### src/rtl/pwm_sequencer_if.sv
// Host-side bundle for pwm_sequencer: start/stop controls, table write port and status.
// The host drives the master modport; the sequencer implements the slave modport.
interface pwm_sequencer_if #(
  parameter int R          = 8,
  parameter int TIMER_BITS = 15,
  parameter int DEPTH      = 8,
  parameter int REP_BITS   = 8
);
  localparam int AW = $clog2(DEPTH);

  logic                  start;
  logic                  stop;
  logic [TIMER_BITS-1:0] prescale;
  logic [AW-1:0]         seq_last;
  logic                  loop;
  logic                  cfg_we;
  logic [AW-1:0]         cfg_addr;
  logic [R:0]            cfg_duty;
  logic [REP_BITS-1:0]   cfg_reps;
  logic                  pwm_out;
  logic                  busy;
  logic [AW-1:0]         step_idx;
  logic                  done;

  modport master (
    output start, stop, prescale, seq_last, loop, cfg_we, cfg_addr, cfg_duty, cfg_reps,
    input  pwm_out, busy, step_idx, done
  );

  modport slave (
    input  start, stop, prescale, seq_last, loop, cfg_we, cfg_addr, cfg_duty, cfg_reps,
    output pwm_out, busy, step_idx, done
  );
endinterface

### src/rtl/pwm_sequencer.sv
// Sequences one PWM output through a table of duty-cycle steps, each held for a
// programmable number of PWM periods; runs once or loops, with graceful stop.
module pwm_sequencer #(
  parameter int R          = 8,
  parameter int TIMER_BITS = 15,
  parameter int DEPTH      = 8,
  parameter int REP_BITS   = 8
) (
  input  logic             clk,
  input  logic             reset_n,
  pwm_sequencer_if.slave   bus
);
  localparam int AW = $clog2(DEPTH);

  typedef enum logic [1:0] {IDLE, RUN, DRAIN} state_t;

  typedef struct packed {
    logic [R:0]          duty;
    logic [REP_BITS-1:0] reps;
  } entry_t;

  state_t                state;
  entry_t                table_q [DEPTH];
  logic [TIMER_BITS-1:0] prescale_l;
  logic [TIMER_BITS-1:0] presc_cnt;
  logic [AW-1:0]         seq_last_l;
  logic [AW-1:0]         step_idx;
  logic [R-1:0]          pwm_cnt;
  logic [R:0]            duty_cur;
  logic [REP_BITS-1:0]   reps_cur;
  logic [REP_BITS-1:0]   rep_cnt;
  logic                  done;

  logic                  tick;
  logic                  period_end;
  logic [AW-1:0]         next_idx;
  entry_t                next_entry;

  assign tick       = (state != IDLE) && (presc_cnt == prescale_l);
  assign period_end = tick && (pwm_cnt == '1);

  // After the last step the next index is 0, which is exactly the loop target.
  assign next_idx   = (step_idx == seq_last_l) ? '0 : step_idx + 1'b1;
  assign next_entry = table_q[next_idx];

  // Duty is one bit wider than the counter, so duty >= 2^R naturally yields constant high.
  assign bus.pwm_out  = (state != IDLE) && ({1'b0, pwm_cnt} < duty_cur);
  assign bus.busy     = (state != IDLE);
  assign bus.step_idx = step_idx;
  assign bus.done     = done;

  // NOTE: the table is reset explicitly because entries must read back as zero after reset;
  // an unreset memory would map to cheaper RAM but hold stale or X contents.
  always_ff @(posedge clk or negedge reset_n) begin
    if (!reset_n) begin
      for (int i = 0; i < DEPTH; i++) table_q[i] <= '0;
    end else if (bus.cfg_we) begin
      table_q[bus.cfg_addr] <= {bus.cfg_duty, bus.cfg_reps};
    end
  end

  // NOTE: all sequential state uses non-blocking assignments so every register samples
  // the pre-edge values of the others, independent of statement order.
  always_ff @(posedge clk or negedge reset_n) begin
    if (!reset_n) begin
      state      <= IDLE;
      prescale_l <= '0;
      presc_cnt  <= '0;
      seq_last_l <= '0;
      step_idx   <= '0;
      pwm_cnt    <= '0;
      duty_cur   <= '0;
      reps_cur   <= '0;
      rep_cnt    <= '0;
      done       <= 1'b0;
    end else begin
      done <= 1'b0;
      case (state)
        IDLE: begin
          if (bus.start) begin
            state      <= RUN;
            prescale_l <= bus.prescale;
            seq_last_l <= bus.seq_last;
            duty_cur   <= table_q[0].duty;
            reps_cur   <= table_q[0].reps;
            presc_cnt  <= '0;
            pwm_cnt    <= '0;
            rep_cnt    <= '0;
            step_idx   <= '0;
          end
        end

        RUN, DRAIN: begin
          presc_cnt <= tick ? '0 : presc_cnt + 1'b1;
          if (tick) pwm_cnt <= pwm_cnt + 1'b1;

          if (state == DRAIN) begin
            if (period_end) state <= IDLE;
          end else if (period_end) begin
            // A stop landing on the period boundary beats the step advance.
            if (bus.stop) begin
              state <= IDLE;
            end else if (rep_cnt != reps_cur) begin
              rep_cnt <= rep_cnt + 1'b1;
            end else begin
              rep_cnt <= '0;
              if ((step_idx != seq_last_l) || bus.loop) begin
                step_idx <= next_idx;
                duty_cur <= next_entry.duty;
                reps_cur <= next_entry.reps;
              end else begin
                state <= IDLE;
                done  <= 1'b1;
              end
            end
          end else if (bus.stop) begin
            state <= DRAIN;
          end
        end

        default: state <= IDLE;
      endcase
    end
  end
endmodule

### src/flat_wrapper.sv
// flat-port wrapper written by rule: the top's interface ports become plain ports
module pwm_sequencer_flat 
#(
  parameter int R          = 8,
  parameter int TIMER_BITS = 15,
  parameter int DEPTH      = 8,
  parameter int REP_BITS   = 8
)
  (clk, reset_n, bus_start, bus_stop, bus_prescale, bus_seq_last, bus_loop, bus_cfg_we, bus_cfg_addr, bus_cfg_duty, bus_cfg_reps, bus_pwm_out, bus_busy, bus_step_idx, bus_done);
  pwm_sequencer_if #(.R(R), .TIMER_BITS(TIMER_BITS), .DEPTH(DEPTH), .REP_BITS(REP_BITS)) bus_i ();
  input  logic clk;
  input  logic reset_n;
  input wire logic [$bits(bus_i.start)-1:0] bus_start;
  input wire logic [$bits(bus_i.stop)-1:0] bus_stop;
  input wire logic [$bits(bus_i.prescale)-1:0] bus_prescale;
  input wire logic [$bits(bus_i.seq_last)-1:0] bus_seq_last;
  input wire logic [$bits(bus_i.loop)-1:0] bus_loop;
  input wire logic [$bits(bus_i.cfg_we)-1:0] bus_cfg_we;
  input wire logic [$bits(bus_i.cfg_addr)-1:0] bus_cfg_addr;
  input wire logic [$bits(bus_i.cfg_duty)-1:0] bus_cfg_duty;
  input wire logic [$bits(bus_i.cfg_reps)-1:0] bus_cfg_reps;
  output wire logic [$bits(bus_i.pwm_out)-1:0] bus_pwm_out;
  output wire logic [$bits(bus_i.busy)-1:0] bus_busy;
  output wire logic [$bits(bus_i.step_idx)-1:0] bus_step_idx;
  output wire logic [$bits(bus_i.done)-1:0] bus_done;
  assign bus_i.start = bus_start;
  assign bus_i.stop = bus_stop;
  assign bus_i.prescale = bus_prescale;
  assign bus_i.seq_last = bus_seq_last;
  assign bus_i.loop = bus_loop;
  assign bus_i.cfg_we = bus_cfg_we;
  assign bus_i.cfg_addr = bus_cfg_addr;
  assign bus_i.cfg_duty = bus_cfg_duty;
  assign bus_i.cfg_reps = bus_cfg_reps;
  assign bus_pwm_out = bus_i.pwm_out;
  assign bus_busy = bus_i.busy;
  assign bus_step_idx = bus_i.step_idx;
  assign bus_done = bus_i.done;
  pwm_sequencer #(.R(R), .TIMER_BITS(TIMER_BITS), .DEPTH(DEPTH), .REP_BITS(REP_BITS)) u_core (.clk(clk), .reset_n(reset_n), .bus(bus_i));
endmodule
### config.mk
export PLATFORM = sky130hd
export DESIGN_NAME = pwm_sequencer_flat
export DESIGN_NICKNAME = d
export VERILOG_FILES = /design/src/rtl/pwm_sequencer_if.sv /design/src/rtl/pwm_sequencer.sv /design/src/flat_wrapper.sv
export SDC_FILE = /design/constraint.sdc
export NUM_CORES = 1
export LEC_CHECK = 0
export BUFFER_PORTS_ARGS = -buffer_cell sky130_fd_sc_hd__buf_2
export CAP_MARGIN = 30
export CORE_MARGIN = 4
export CORE_UTILIZATION = 36
export CTS_BUF_LIST = sky130_fd_sc_hd__clkbuf_16
export CTS_CLUSTER_SIZE = 25
export DETAILED_ROUTE_END_ITERATION = 7
export GPL_TIMING_DRIVEN = 0
export SYNTH_ARGS = -nofsm -noshare
export SYNTH_HDL_FRONTEND = slang
export SYNTH_SLANG_ARGS = --single-unit
### constraint.sdc
create_clock -name clk -period 3.11 [get_ports clk]
set_input_delay 0.1555 -clock clk [delete_from_list [all_inputs] [get_ports clk]]
set_output_delay 0.1555 -clock clk [all_outputs]
set_load 0.02 [all_outputs]
# After elaboration in Yosys (flattened, before gate mapping)
# Cells that the tools add are included.
classes:
  add_sub_neg: 4
  mul: 0
  n_div: 0
  n_lt_le_gt_ge: 4
  n_eq_ne: 18
  shift: 0
  n_mux: 54
  bitwise: 2
  reduce_logical: 15
op_table:
  columns: ["op", "count"]
  rows:
  - ["$bwmux W136", 1]
  - ["$mux W8", 12]
  - ["$mux W9", 6]
  - ["$bmux W17 S3", 1]
  - ["$demux W17 S3", 1]
  - ["$mux W17", 3]
  - ["$pmux W8 S2", 3]
  - ["$mux W15", 2]
  - ["$pmux W15 S2", 1]
  - ["$mux W3", 7]
  - ["$pmux W9 S2", 1]
  - ["$add A8 B1 Y8 const B", 2]
  - ["$mux W2", 8]
  - ["$add A15 B1 Y15 const B", 1]
  - ["$eq A15 B15 Y1", 1]
  - ["$reduce_and A5 Y1", 2]
  - ["$lt A8 B9 Y1", 1]
  - ["$eq A8 B8 Y1 const B", 1]
  - ["$ge A4 B4 Y1 const B", 2]
  - ["$ne A2 B2 Y1 const B", 4]
  - ["$ne A4 B3 Y1 const B", 2]
  - ["$ne A8 B8 Y1", 1]
  - ["$not A3 Y4", 2]
  - ["$reduce_and A7 Y1", 1]
  - ["18 further kinds", 31]
word_totals:
  ff_bits: 208
  latch_bits: 0
  ram_bits: 0
  romBits: 0
  in_bits: 44
  out_inout_bits: 6
  elab_cells: 123
  mem_count: 0

# Depth between registers and ports, before layout
logic_depth:
  word_depth: 12
  ltp_mapped: 11
  depth_no_buf: 8

# Worst setup path before layout
# Ideal clock, no wire load.
synth_timing:
  kind: "register to register"
  startpoint: "register u_core.state[1]"
  endpoint: "register u_core.step_idx[0], in the netlist u_core.bus.step_idx[0]"
  setup_ns: 0.125
  arrival_ns: 2.749
  required_ns: 2.985
  slack_ns: 0.236
  path_stages_with_launch: 12
  path_buffers: 3
  synth_period_minus_slack_ns: 2.874
  path_cell_list: "dfrtp_1 -> inv_1 -> ha_1 -> inv_1 -> nand4_1 -> or4_1 -> buf_2 -> or4_4 -> a21boi_1 -> buf_6 -> buf_6 -> mux2_4"
synth_between:
  elab_chain_cells: 5
  elab_cells_between_ends: 16
  cone_classes: "eq/ne: 8; mux: 1; reduce/logical: 7"
synth_rtl:
  columns: ["element", "line", "source"]
  rows:
  - ["start: declaration", "pwm_sequencer.sv:22", "state_t state;"]
  - ["start signal: assignment", "pwm_sequencer.sv:66", "state <= IDLE;"]
  - ["start signal: assignment", "pwm_sequencer.sv:81", "state <= RUN;"]
  - ["start signal: assignment", "pwm_sequencer.sv:98", "if (period_end) state <= IDLE;"]
  - ["$reduce_bool A2 Y1", null, null]
  - ["via bus_busy", "flat_wrapper.sv:23", "output wire logic [$bits(bus_i.busy)-1:0] bus_busy;"]
  - ["$logic_and A1 B1 Y1", "pwm_sequencer.sv:39", "assign tick = (state != IDLE) && (presc_cnt == prescale_l);"]
  - ["$logic_and A1 B1 Y1", "pwm_sequencer.sv:40", "assign period_end = tick && (pwm_cnt == '1);"]
  - ["$ne A2 B1 Y1 (no source line)", null, null]
  - ["$reduce_and A7 Y1 (no source line)", null, null]
  - ["end signal: assignment", "pwm_sequencer.sv:108", "step_idx <= next_idx;"]
  - ["end: declaration", "pwm_sequencer.sv:27", "logic [AW-1:0] step_idx;"]
# The timed path passes the listed nets, and every way through them passes these cells.
# A chain may end at the register's enable or synchronous reset.

# Final worst setup path
layout_timing:
  startpoint: "register u_core.presc_cnt[10]"
  endpoint: "register u_core.reps_cur[7]"
layout_between:
  elab_chain_cells: 5
layout_rtl:
  columns: ["element", "line", "source"]
  rows:
  - ["start: declaration", "pwm_sequencer.sv:25", "logic [TIMER_BITS-1:0] presc_cnt;"]
  - ["start signal: assignment", "pwm_sequencer.sv:94", "presc_cnt <= tick ? '0 : presc_cnt + 1'b1;"]
  - ["$eq A15 B15 Y1", "pwm_sequencer.sv:39", null]
  - ["$logic_and A1 B1 Y1", "pwm_sequencer.sv:39", null]
  - ["$logic_and A1 B1 Y1", "pwm_sequencer.sv:40", null]
  - ["$ne A2 B1 Y1 (no source line)", null, null]
  - ["$reduce_and A7 Y1 (no source line)", null, null]
  - ["end signal: assignment", "pwm_sequencer.sv:85", "reps_cur <= table_q[0].reps;"]
  - ["end signal: assignment", "pwm_sequencer.sv:110", "reps_cur <= next_entry.reps;"]
  - ["end: declaration", "pwm_sequencer.sv:30", "logic [REP_BITS-1:0] reps_cur;"]
# No other way between the ends.

==> summary.txt <==
LAYOUT
------------------------------------------------------------------------------------------
Synth-to-layout area growth .................................................       19.28%
Final Net Count .............................................................        1,028
Share of post-route cells with drive strength above 1 .......................       28.89%
Antenna Cells ...............................................................            0

POWER AND IR DROP
------------------------------------------------------------------------------------------
Total power divided by cell area ............................................ 873.0 nW/µm²
Worst vdd rail ir drop ......................................................     436.0 µV
Leak Pwr ....................................................................  0.005275 µW

LOGIC SYNTHESIS
------------------------------------------------------------------------------------------
Top cells by instance count after synthesis ................................. sky130_fd_sc_hd__dfrtp_1, sky130_fd_sc_hd__mux2_2, sky130_fd_sc_hd__mux2i_1
Most area-consuming cells after synthesis ................................... sky130_fd_sc_hd__dfrtp_1, sky130_fd_sc_hd__mux2_2, sky130_fd_sc_hd__mux2i_1
Count of state elements after synthesis .....................................          208
Library cell with the largest summed area after synthesis ................... sky130_fd_sc_hd__dfrtp_1
Area share of the leading cell type in the synthesized netlist ..............       51.05%
Sequential-to-total area share from yosys stat ..............................       51.05%
Warnings, synthesis .........................................................            0
Cell with the most instances after synthesis ................................ sky130_fd_sc_hd__dfrtp_1
Fraction of synthesis flops using an asynchronous set or reset pin ..........       100.0%
Post-Synthesis Net Count ....................................................          911
Post-Synthesis Cell Area ....................................................   10,200 µm²
Post-synthesis area per instance ............................................    11.97 µm²
EDFF count, synth ...........................................................            0
Cells after synthesis .......................................................          852
Main flop type after synthesis .............................................. sky130_fd_sc_hd__dfrtp_1
Number of distinct standard cells referenced by the synthesized netlist .....           54

STA
------------------------------------------------------------------------------------------
Number of failing setup endpoints in the final timing report ................            0
Transition at the pin with the smallest max-transition slack ................     926.6 ps
Setup repair after global routing missed its margin .........................         true
Fin crit share ..............................................................       98.37%
Highest achievable clock rate ...............................................    326.9 MHz
Final hold vios .............................................................            0
Final worst clock skew ......................................................     10.92 ps
Worst max-slew margin expressed relative to the limit .......................       38.22%
Final period demand of the worst path .......................................      3059 ps
Count of final max-slew check failures ......................................            0
Worst hold slack after final layout .........................................     164.6 ps
Worst setup slack after layout ..............................................     50.65 ps

FLOORPLANNING
------------------------------------------------------------------------------------------
Top-level I/O count .........................................................           50
Placeable Area ..............................................................   27,860 µm²
Initial core utilization ....................................................       36.60%
Horizontal extent of the die ................................................     176.3 µm
Die outline height ..........................................................     176.3 µm
Die Outline Area ............................................................   31,080 µm²
Standard-cell row count .....................................................           61

CLOCKING
------------------------------------------------------------------------------------------
Clock latency reported for the late side of the worst-skew pair .............       520 ps
Clock buffer depth ..........................................................            3
Cell at the root of the clock tree .......................................... sky130_fd_sc_hd__clkbuf_16
Clock tree from TritonCTS ...................................................         done
Number of levels in the clock H-tree ........................................            1
Clock edge transition at the registers on the reported setup and hold paths .        60 ps
CTS Sinks ...................................................................          208
Number of buffers inserted during clock tree synthesis ......................           23

WORST HOLD PATH
------------------------------------------------------------------------------------------
Hold Path Class .............................................................       in2reg

GLOBAL ROUTING
------------------------------------------------------------------------------------------
Global route total overflow .................................................            0
Number of antenna violations at the first check in global routing ...........            0
Via count of the first global-routing pass ..................................        7,105
Total global-route track usage ..............................................       16.16%
Pin count of the biggest net entering global routing ........................          121
Global-route wire length before repair ......................................    40,160 µm

WORST SETUP PATH
------------------------------------------------------------------------------------------
Largest fanout on the critical path .........................................           10
Worst path required time ....................................................      3520 ps
Most Frequent Cell on Critical Path ......................................... sky130_fd_sc_hd__buf_6
CP endpoint kind ............................................................     register
Crit path largest cell delay ................................................       620 ps
Endpoint arrival time on the critical path ..................................      3470 ps
Series of cell instances along the critical path ............................ xnor2_2 > nand4_1 > or4_4 > buf_6 > or4_4 > a21boi_1 > buf_6 > buf_6 > mux2_4
Critical Path Source Type ...................................................     register
Crit-path slowest cell ...................................................... sky130_fd_sc_hd__or4_4
Category of the critical setup timing path ..................................      reg2reg

ROUTE
------------------------------------------------------------------------------------------
DRT iter0 DRCs ..............................................................          412
Number of detailed-route iterations in the first pass .......................            4
Post-detailed-routing wire length ...........................................    25,280 µm
DRC Markers .................................................................            0
Routed via count divided by cell count ......................................        5.220
Routed via count ............................................................        7,104
Routed length per placed instance ...........................................     18.57 µm
Post-detailed-route count of antenna-violating nets .........................            0

RUN STATUS
------------------------------------------------------------------------------------------
Run status ..................................................................    completed

JOB
------------------------------------------------------------------------------------------
Max-capacitance violation count .............................................            0

PLACE
------------------------------------------------------------------------------------------
DP HPWL .....................................................................    16,780 µm
Count of buffers from port buffering ........................................           44
DP Worst Slack ..............................................................    -500.3 ps
Weighted congestion at the end of routability-driven global placement .......       0.8374

==> what timing repair did <==
action,in CTS,in global routing
setup endpoints to repair,10,17
endpoints found under the hold margin,232,1
gates resized for setup,11,24
pin swaps,0,3
hold buffers,37,1
setup buffers,0,6
==> worst paths after layout <==
path                                       from                   end  slack, ps  cells past startpoint
setup / recovery           u_core.presc_cnt[10]    u_core.reps_cur[7]         50                      9
hold / removal                        bus_start     u_core.pwm_cnt[4]        160                      3
setup reg to reg           u_core.presc_cnt[10]    u_core.reps_cur[7]         50                      9
hold reg to reg               u_core.table_q[8]     u_core.table_q[8]        500                      1
max in group asynchronous               reset_n    u_core.table_q[26]       1810                      3
min in group asynchronous               reset_n  u_core.prescale_l[3]        260                      2
==> metrics by stage <==
step / setup TNS, ps / std cells / total power, µW / utilization, % / cell area [µm²]
2_1_floorplan: 0 / 852 / 6655 / - / 10200
3_3_place_gp: -387130 / 1274 / 7833 / 39.09 / 10890
3_5_place_dp: -2951 / 1278 / 7937 / 39.34 / 10960
4_1_cts: 0 / 1354 / 10570 / 43.19 / 12030
5_1_grt: -72.06 / 1361 / 11320 / 43.66 / 12160
6_report: 0 / 1361 / 10620 / 43.66 / 12160
==> sequential cells by signal, summed over array words and instances, names as in the netlist <==
signal	cells
u_core.bus.step_idx	3
u_core.bus.done	1
u_core.rep_cnt	8
u_core.table_q	136
u_core.state	2
u_core.seq_last_l	3
u_core.presc_cnt	15
u_core.duty_cur	9
u_core.prescale_l	15
u_core.pwm_cnt	8
u_core.reps_cur	8
==> metal layers <==
metal,up-vias,track usage [%],routed length [µm]
li1,3353,-,-
met1,3588,23.07,12120
met2,126,26.11,11600
met3,37,2.634,1038
met4,0,3.476,520
met5,-,0,0
==> cell families (layout without fill, tap and decap cells) <==
family	count (synthesis)	in the layout	share of synthesized area, %
flops	208	208	51.05
xor+xnor	41	41	3.522
buf+inv	77	208	2.994
mux	212	212	22.94
fa+ha+maj	15	15	1.841
simple gates	168	168	8.234
compound gates	131	131	9.425
==> report_power, final <==
| part | total [µW] | leakage, µW | switching [µW] | internal, µW |
|---|---|---|---|---|
| registers | 3840 | 0.00256 | 439 | 3400 |
| logic | 4250 | 0.00237 | 2400 | 1850 |
| clock network | 2530 | 0.000348 | 1100 | 1420 |
==> cell type report <==
cell class                 instances  area (µm²)
sequential                       208        5209
clock buffer                      23       575.6
clock inverter                    16       106.4
inverter                          32       120.1
fill                            2576       15700
tap                              378       473.0
buffer                            45       207.7
multi-input combinational        567        4767
timing repair buffer              92       703.2
==> cells in the final DEF (no fill, tap or decap), drive strengths merged, types with 16 or more instances in the layout <==
cell type | synthesis | final
dfrtp | 208 | 208
xnor2 | 23 | 23
o21ai | 21 | 21
a221oi | 16 | 16
nand3 | 16 | 16
clkbuf | 38 | 62
mux2i | 45 | 45
xor2 | 18 | 18
nand2 | 44 | 44
buf | 7 | 60
a21oi | 19 | 19
dlygate4sd3 | 0 | 38
mux2 | 167 | 167
nor2 | 41 | 41
inv | 32 | 36
==> worst max-delay path, delay by kind of cell (launching register included) <==
family	cells	cell delay, ps
flip-flops	1	420
AO/OA/AOI/OAI	1	160
multiplexers	1	290
XOR/XNOR	1	200
AND/OR/NAND/NOR	3	1390
buffers and inverters	3	490
(Power assumes the default switching activity.)
